File: config.mk
export PLATFORM = sky130hd
export DESIGN_NAME = sprite_palette_unit
export DESIGN_NICKNAME = d
export VERILOG_FILES = /design/src/rtl/sprite_palette_unit.sv
export SDC_FILE = /design/constraint.sdc
export NUM_CORES = 1
export LEC_CHECK = 0
export ABC_AREA = 1
export BUFFER_PORTS_ARGS = -buffer_cell sky130_fd_sc_hd__buf_4
export CORE_MARGIN = 5
export CORE_UTILIZATION = 55
export CTS_BUF_LIST = sky130_fd_sc_hd__clkbuf_8
export DETAILED_ROUTE_END_ITERATION = 10
export HOLD_SLACK_MARGIN = 0.03
export PLACE_DENSITY_LB_ADDON = 0.25
export SYNTH_ARGS = -nofsm -noshare
export SYNTH_HDL_FRONTEND = slang
export SYNTH_SLANG_ARGS = --single-unit
export TNS_END_PERCENT = 5
File: constraint.sdc
create_clock -name Clk -period 2.67 [get_ports Clk]
set_input_delay 0.267 -clock Clk [delete_from_list [all_inputs] [get_ports Clk]]
set_output_delay 0.267 -clock Clk [all_outputs]
set_load 0.01 [all_outputs]
File: src/rtl/sprite_palette_unit.sv
// Multi-palette colour lookup with a 2-stage read pipeline and a frame-stepped fade to/from black.
// The fade level captured alongside each lookup scales that lookup's colour channels.
module sprite_palette_unit #(
   parameter int unsigned IDX_W       = 4,
   parameter int unsigned NUM_PAL     = 4,
   parameter int unsigned COLOR_W     = 4,
   parameter int unsigned STEP_FRAMES = 2,
   parameter int unsigned TRANSP_EN   = 1
) (
   input  logic                       Clk,
   input  logic                       Reset,
   input  logic                       wr_en,
   input  logic [$clog2(NUM_PAL)-1:0] wr_pal,
   input  logic [IDX_W-1:0]           wr_idx,
   input  logic [3*COLOR_W-1:0]       wr_rgb,
   input  logic                       rd_valid,
   input  logic [$clog2(NUM_PAL)-1:0] rd_pal,
   input  logic [IDX_W-1:0]           rd_idx,
   input  logic                       frame_tick,
   input  logic                       fade_out_req,
   input  logic                       fade_in_req,
   output logic                       out_valid,
   output logic [COLOR_W-1:0]         red,
   output logic [COLOR_W-1:0]         green,
   output logic [COLOR_W-1:0]         blue,
   output logic                       transparent,
   output logic                       fade_busy,
   output logic [COLOR_W:0]           fade_level
);

   localparam int unsigned PAL_W   = $clog2(NUM_PAL);
   localparam int unsigned ENTRIES = NUM_PAL << IDX_W;
   localparam int unsigned RGB_W   = 3 * COLOR_W;
   localparam int unsigned LVL_W   = COLOR_W + 1;
   localparam int unsigned FULL    = 1 << COLOR_W;
   localparam int unsigned TICK_W  = (STEP_FRAMES > 1) ? $clog2(STEP_FRAMES) : 1;

   typedef enum logic [1:0] {StIdle, StFadeOut, StDark, StFadeIn} fade_state_e;

   logic [RGB_W-1:0]       pal_q [ENTRIES];
   logic [PAL_W+IDX_W-1:0] wr_addr, rd_addr;

   logic                   s1_valid_q, s1_zero_q;
   logic [RGB_W-1:0]       s1_rgb_q;
   logic [LVL_W-1:0]       s1_lvl_q;

   logic                   out_valid_q, transp_q;
   logic [COLOR_W-1:0]     red_q, green_q, blue_q;

   fade_state_e            state_q, state_d;
   logic [LVL_W-1:0]       level_q, level_d;
   logic [TICK_W-1:0]      tick_q, tick_d;
   logic                   step_now;

   assign wr_addr = {wr_pal, wr_idx};
   assign rd_addr = {rd_pal, rd_idx};

   // Product is 2*COLOR_W+1 bits wide so a full-scale level passes the colour through unchanged.
   function automatic logic [COLOR_W-1:0] scale(input logic [COLOR_W-1:0] c,
                                                input logic [LVL_W-1:0]   l);
      logic [2*COLOR_W:0] prod;
      prod = {{(COLOR_W + 1){1'b0}}, c} * {{COLOR_W{1'b0}}, l};
      return COLOR_W'(prod >> COLOR_W);
   endfunction

   always_ff @(posedge Clk) begin
      if (Reset) begin
         for (int i = 0; i < ENTRIES; i++) pal_q[i] <= '0;
      end else if (wr_en) begin
         pal_q[wr_addr] <= wr_rgb;
      end
   end

   always_ff @(posedge Clk) begin
      if (Reset) begin
         s1_valid_q  <= 1'b0;
         s1_zero_q   <= 1'b0;
         s1_rgb_q    <= '0;
         s1_lvl_q    <= '0;
         out_valid_q <= 1'b0;
         transp_q    <= 1'b0;
         red_q       <= '0;
         green_q     <= '0;
         blue_q      <= '0;
      end else begin
         s1_valid_q  <= rd_valid;
         out_valid_q <= s1_valid_q;
         if (rd_valid) begin
            s1_rgb_q  <= pal_q[rd_addr];
            s1_zero_q <= (rd_idx == '0) && (TRANSP_EN != 0);
            s1_lvl_q  <= level_q;
         end
         if (s1_valid_q) begin
            red_q    <= scale(s1_rgb_q[3*COLOR_W-1 -: COLOR_W], s1_lvl_q);
            green_q  <= scale(s1_rgb_q[2*COLOR_W-1 -: COLOR_W], s1_lvl_q);
            blue_q   <= scale(s1_rgb_q[COLOR_W-1 -: COLOR_W], s1_lvl_q);
            transp_q <= s1_zero_q;
         end
      end
   end

   assign step_now = frame_tick && (tick_q == TICK_W'(STEP_FRAMES - 1));

   always_comb begin
      state_d = state_q;
      level_d = level_q;
      tick_d  = tick_q;
      unique case (state_q)
         StIdle: begin
            if (fade_out_req) begin
               state_d = StFadeOut;
               tick_d  = '0;
            end
         end
         StFadeOut: begin
            if (frame_tick) tick_d = step_now ? '0 : tick_q + TICK_W'(1);
            if (step_now && level_q != '0) begin
               level_d = level_q - LVL_W'(1);
               if (level_q == LVL_W'(1)) state_d = StDark;
            end
         end
         StDark: begin
            if (fade_in_req) begin
               state_d = StFadeIn;
               tick_d  = '0;
            end
         end
         StFadeIn: begin
            if (frame_tick) tick_d = step_now ? '0 : tick_q + TICK_W'(1);
            if (step_now && level_q != LVL_W'(FULL)) begin
               level_d = level_q + LVL_W'(1);
               if (level_q == LVL_W'(FULL - 1)) state_d = StIdle;
            end
         end
         default: state_d = StIdle;
      endcase
   end

   always_ff @(posedge Clk) begin
      if (Reset) begin
         state_q <= StIdle;
         level_q <= LVL_W'(FULL);
         tick_q  <= '0;
      end else begin
         state_q <= state_d;
         level_q <= level_d;
         tick_q  <= tick_d;
      end
   end

   assign out_valid   = out_valid_q;
   assign red         = red_q;
   assign green       = green_q;
   assign blue        = blue_q;
   assign transparent = transp_q;
   assign fade_busy   = (state_q == StFadeOut) || (state_q == StFadeIn);
   assign fade_level  = level_q;

endmodule

==> run summary, run 1 <==
reg2reg path depth: 16
CTS root buffer: clkbuf_8
Clock Pin Slew Worst Setup and Hold Paths: 60 ps
Synth area leaders: edfxtp_1 60%, nand2_1 11%, nand3_1 9.5%
fin util: 62.57%
CTS Buf Count: 136
smallest hold slack: 118.3 ps
Max stage delay cell, worst path: fa_1
Top Usage Layer GRT: met2
met3 GRT Util: 5.285%
Seq/Total Area, Yosys: 62.57%
GRT overflow: 0
synth cell count leaders: 1102 x nand2_1, 833 x nor2_1, 768 x edfxtp_1
critical path class: reg2reg
DR iter-0 viols: 3771
Worst Clk Skew: 23.85 ps
port bufs: 50
Post-Syn Area: 0.03817 mm^2
antenna violations before repair: 3
Worst Tran Pin Value: 956.2 ps
CTS tree: done
max_slew headroom: 36.26%
async set-reset flop share out of synthesis: 0%
Post-route DRC: 0
Synth Register Bits: 809
Nets: 4247
final setup margin: -77.21 ps
cell taking the most area after synthesis: edfxtp_1
maximum VDD drop: 380.6 uV
dpl hpwl: 64210 um
starting density of the core: 55.56%
fillers: 5640
leakage: 0.01764 uW
Max-Cap Viols: 0
Hold/Removal Path Class: in2reg
failing checks: negative setup slack
post-synth top area share: 60.42%
WL per Instance: 20.10 um
RR Startpoint: s1_lvl_q[2]
fin crit share: 102.9%
via count: 29460
Syn Area/Cell: 9.367 um^2
RSZ-0062 raised after global routing: yes
Critical Path Max Stage Delay: 500 ps
area growth from synthesis to layout: 12.62%
Primary FF master, synth: edfxtp_1
number of library cell types mapped by synthesis: 33
CTS max path bufs: 3
remaining antenna violation count: 0
layout cells sized above 1: 11.67%
# setup viols final: 2
row count: 96
grt met1 use: 38.95%
status: finished with violations
Core Area: 0.06871 mm^2
Yosys Warn Count: 0
CTS Sinks: 809
Hold Startpoint: wr_rgb[11]
vias in the first global route: 27930
hold path cells: 4
hold endpoint: pal_q[25][11]
first-pass GRT wire length: 161000 um
fin. max-slew vios: 0
chip width: 273.4 um
fin crit period: 2747 ps
Initial DRT Pass Iterations: 6
DIE HEIGHT: 273.4 um
Total Routing Usage GR: 27.88%
P per Cell Area: 657.9 mW/mm^2
Final Hold Fails: 0
vias per cell: 5.673
most common cell in the synthesized netlist: nand2_1
Syn Inst Count: 4075
H-tree levels: 4
Crit path required time: 3390 ps
EDFF count, synth: 768
num ports: 51
Worst-Skew Late Latency: 790 ps
largest net degree at the start of global routing: 129
critical-path cell list: buf_6 -> nand2_1 -> inv_1 -> fa_1 -> inv_1 -> fa_1 -> inv_2 -> ha_4 -> nand2_2 -> a21oi_1 -> a211oi_1 -> nand2_1 -> or2_4 -> nand3_2 -> nand2_1 -> inv_1
global routing usage on met2: 43.76%
worst path arrival time: 3470 ps
RePlAce Congestion: 0.8921
Final Routed Wirelength: 104400 um
f_max: 0.3640 GHz
largest fanout on the critical path: 6
die area: 0.07477 mm^2
Reg-to-Reg End: red[3]
R2R setup slack: -80 ps
Worst Setup End Kind: flip-flop
type of element launching the critical path: flip-flop
net count after synthesis: 4158
## cell type report
| class | count | area, um^2 | area share (%) |
|---|---|---|---|
| clock buffers | 142 | 1954 | 4.546 |
| repair buffers | 280 | 2507 | 5.833 |
| clock inverters | 91 | 467.9 | 1.089 |
| diodes | 3 | 7.507 | 0.01746 |
| multi-input cells | 2816 | 12500 | 29.08 |
| well taps | 931 | 1165 | 2.710 |
| flip-flops and latches | 809 | 23900 | 55.59 |
| inverters | 121 | 484.2 | 1.126 |
## registers in the layout, indices dropped and copies added, names as in the netlist
register,count
pal_q,768
s1_rgb_q,12
fade_level,5
s1_lvl_q,5
blue,4
green,4
red,4
state_q,2
out_valid,1
s1_valid_q,1
s1_zero_q,1
tick_q,1
transparent,1
## stage by stage
stage | total power, uW | setup TNS [ps] | std cells | worst slack (ps) | cell area (um^2)
CTS | 28330 | -18.45 | 5186 | -15.51 | 42880
global route | 29410 | -519.7 | 5192 | -203.7 | 42990
floorplan | 17080 | -71.04 | 4075 | -55.39 | 38210
finish | 28280 | -111.0 | 5193 | -77.21 | 42990
global placement | 18290 | -359.5 | 4942 | -153.1 | 40320
detailed placement | 18360 | -631.6 | 4942 | -202.9 | 40320
## per-layer routing
layer	vias up	routed length (um)	share of wire, %
met5	-	0	0
met4	0	3808	3.6
met3	246	10460	10
met2	1553	48550	47
met1	13930	41570	40
li1	13730	-	-
## placed cells by master (no fill, tap or decap), types with 4 or more instances in the layout
cell type | netlist | layout
dfxtp_1 | 41 | 34
clkinv_2 | 0 | 22
clkinvlp_4 | 0 | 6
clkinv_1 | 0 | 28
buf_4 | 5 | 237
inv_6 | 0 | 4
inv_1 | 105 | 143
o21ai_0 | 19 | 18
xnor2_1 | 9 | 9
nand4_1 | 7 | 7
dlygate4sd3_1 | 0 | 11
ha_4 | 0 | 4
ha_1 | 37 | 33
clkbuf_8 | 0 | 142
nor4_4 | 6 | 6
edfxtp_1 | 768 | 768
nand3_1 | 725 | 724
nand2_1 | 1102 | 1091
nor2_1 | 833 | 833
a21oi_1 | 22 | 21
dfxtp_2 | 0 | 4
nor3_2 | 4 | 4
fa_1 | 15 | 13
buf_12 | 0 | 29
nor3_1 | 11 | 11
nand2_2 | 0 | 11
inv_2 | 16 | 5
## critical path, delay by kind of cell (launching register included)
family	cells	cell delay, ps
DFF	1	370
AOI/OAI and AO/OA	2	260
adders and majority gates	3	1200
and+or+nand+nor	6	570
buffers and inverters	5	320
## worst max path at each step
stage / from / to / cells after the start
2_1_floorplan: s1_lvl_q[3] / green[3] / 14
3_3_place_gp: s1_lvl_q[1] / green[3] / 13
3_5_place_dp: s1_lvl_q[1] / green[3] / 13
4_1_cts: s1_lvl_q[3] / red[3] / 15
5_1_grt: s1_lvl_q[2] / blue[3] / 15
6_report: s1_lvl_q[2] / red[3] / 16
## cell families after synthesis
family                     Yosys count  share of synthesized area, %
DFF                                809                         62.57
buffers and inverters              450                         4.933
adders and majority gates           52                         2.000
AOI/OAI and AO/OA                   51                        0.7244
xor gates and xnor gates            12                        0.2754
and+or+nand+nor                   2701                         29.50
## where the power goes
part | internal (uW) | leakage (uW) | switching [uW] | total [uW]
combinational | 1080 | 0.00862 | 2290 | 3360
sequential | 14600 | 0.00764 | 278 | 14900
clock | 5190 | 0.00139 | 4880 | 10100
## what timing repair did
action                     CTS  global route
setup buffers                0             4
pin swaps                    0             8
hold buffers                11             0
gates resized for setup     10            27
hold endpoints to repair    32             0
setup endpoints to repair   10             4
Power figures use the tool's default switching activity.
==> inputs of run 2 (changes only) <==
--- a/config.mk
+++ b/config.mk
@@ -12,7 +12,7 @@
 export CTS_BUF_LIST = sky130_fd_sc_hd__clkbuf_8
 export DETAILED_ROUTE_END_ITERATION = 10
 export HOLD_SLACK_MARGIN = 0.03
-export PLACE_DENSITY_LB_ADDON = 0.25
+export PLACE_DENSITY = 0.74
 export SYNTH_ARGS = -nofsm -noshare
 export SYNTH_HDL_FRONTEND = slang
 export SYNTH_SLANG_ARGS = --single-unit
==> run summary, run 2 (synthesis results as in run 1) <==
critical path class: reg2reg
fin crit period: 2768 ps
P per Cell Area: 659.6 mW/mm^2
Critical Path Max Stage Delay: 550 ps
Final Hold Fails: 0
f_max: 0.3613 GHz
antenna violations before repair: 3
port bufs: 50
fin crit share: 103.7%
final setup margin: -98.00 ps
H-tree levels: 4
maximum VDD drop: 358.4 uV
DIE HEIGHT: 273.4 um
starting density of the core: 55.56%
most used cell along the critical path: inv_2
Worst Setup End Kind: flip-flop
layout cells sized above 1: 11.27%
status: finished with violations
Clk pwr share: 35.5%
Crit path required time: 3390 ps
DR iter-0 viols: 4276
Post-route DRC: 0
fin. max-slew vios: 0
WP buf/inv: 5
die area: 0.07477 mm^2
sw frac: 26.63%
Worst Tran Pin Value: 723.1 ps
dpl cell area: 0.04012 mm^2
GRT overflow: 0
Final Cell Area: 0.04279 mm^2
critical-path cell list: buf_6 -> nand2_2 -> inv_2 -> fa_1 -> inv_2 -> fa_1 -> inv_2 -> ha_4 -> nand2_2 -> a21oi_2 -> a211oi_2 -> nand2_1 -> or2_4 -> nand3_2 -> nand2_1 -> inv_1
commonest non-fill, non-tap cell in the layout: nand2_1
Logic pwr share: 11.8%
Total Routing Usage GR: 27.26%
cell family contributing the most delay on the critical path: adder cells
Hold/Removal Path Class: in2reg
Max stage delay cell, worst path: fa_1
hold path cells: 4
Clock Pin Slew Worst Setup and Hold Paths: 70 ps
reg2reg path depth: 16
Reg with most FFs: pal_q
CTS Sinks: 809
RePlAce Congestion: 0.9171
# setup viols final: 3
WL per Instance: 19.91 um
Initial DRT Pass Iterations: 6
largest fanout on the critical path: 4
type of element launching the critical path: flip-flop
Max-Cap Viols: 0
CTS max path bufs: 3
dpl hpwl: 63910 um
smallest hold slack: 103.2 ps
Final Routed Wirelength: 103000 um
leakage: 0.01756 uW
first-pass GRT wire length: 157700 um
area growth from synthesis to layout: 12.11%
fillers: 5539
Worst-Skew Late Latency: 790 ps
row count: 96
R2R setup slack: -100 ps
vias in the first global route: 27290
P_int: 20710 uW
CTS Buf Count: 134
max FFs per register: 768
Worst Clk Skew: 26.68 ps
Core Area: 0.06871 mm^2
num ports: 51
CTS root buffer: clkbuf_8
Nets: 4217
commonest non-fill, non-tap cells in the layout: 1092 x nand2_1, 833 x nor2_1, 768 x edfxtp_1
remaining antenna violation count: 0
sequential power share: 52.7%
failing checks: negative setup slack
via count: 29510
chip width: 273.4 um
CP Depth: 16
CTS tree: done
RSZ-0062 raised after global routing: yes
largest net degree at the start of global routing: 127
biggest regs: pal_q: 768 flops, s1_rgb_q: 12 flops
vias per cell: 5.705
NetSw: 7517 uW
worst path arrival time: 3490 ps
max_slew headroom: 51.74%
-- run 2: metrics by stage --
stage	util, %	total power (uW)	TNS (ps)	setup WS, ps	cells
after detailed placement	58.39	18300	-586.3	-240.8	4915
after CTS	62.08	28200	-120.4	-64.07	5166
after global routing	62.28	29300	-744.6	-205.0	5172
after floorplan	-	17080	-71.04	-55.39	4075
after global placement	58.39	18210	-414.7	-179.8	4915
final	62.28	28230	-223.6	-98.00	5173
-- run 2: final timing paths --
| check | startpoint | to |
|---|---|---|
| setup / recovery | s1_lvl_q[2] | blue[3] |
| hold / removal | wr_rgb[7] | pal_q[21][7] |
| setup reg to reg | s1_lvl_q[2] | blue[3] |
| hold reg to reg | blue[0] | blue[0] |
-- run 2: layout make-up --
class | count | area [um^2] | share of cell area [%]
well taps | 931 | 1165 | 2.722
flip-flops and latches | 809 | 23900 | 55.84
clock buffers | 141 | 1941 | 4.535
diodes | 2 | 5.005 | 0.01170
repair buffers | 252 | 2295 | 5.362
inverters | 121 | 479.2 | 1.120
multi-input cells | 2816 | 12530 | 29.29
clock inverters | 101 | 480.5 | 1.123
-- run 2: worst reg2reg max path: cells and delay by family, from the launching register on --
kind                     cells  cell delay (ps)
flip-flops                   1              360
AO/OA/AOI/OAI                2              250
adder cells (fa/ha/maj)      3             1260
buffers and inverters        5              290
AND/OR/NAND/NOR              6              530
-- run 2: power by group through the flow --
stage	clock network [uW]	registers (uW)	logic [uW]
final	10000	14900	3330
after global routing	10700	14900	3630
after CTS	10100	14900	3230
after detailed placement	0	15100	3170
after global placement	0	15100	3120
after floorplan	0	15000	2030
-- run 2: repair_timing --
item / 4_1_cts / 5_1_grt
hold buffers: 7 / 0
setup buffers: 2 / 5
gates resized for setup: 13 / 34
pin swaps: 2 / 13
endpoints found under the setup margin: 6 / 7
endpoints found under the hold margin: 23 / 0
-- run 2: per-layer routing --
layer | track usage (%) | wire length, um | up-vias
li1 | - | - | 13680
met1 | 39.07 | 40940 | 13820
met2 | 41.24 | 46360 | 1752
met3 | 6.363 | 12100 | 258
met4 | 9.797 | 3603 | 2
met5 | 0 | 9 | -
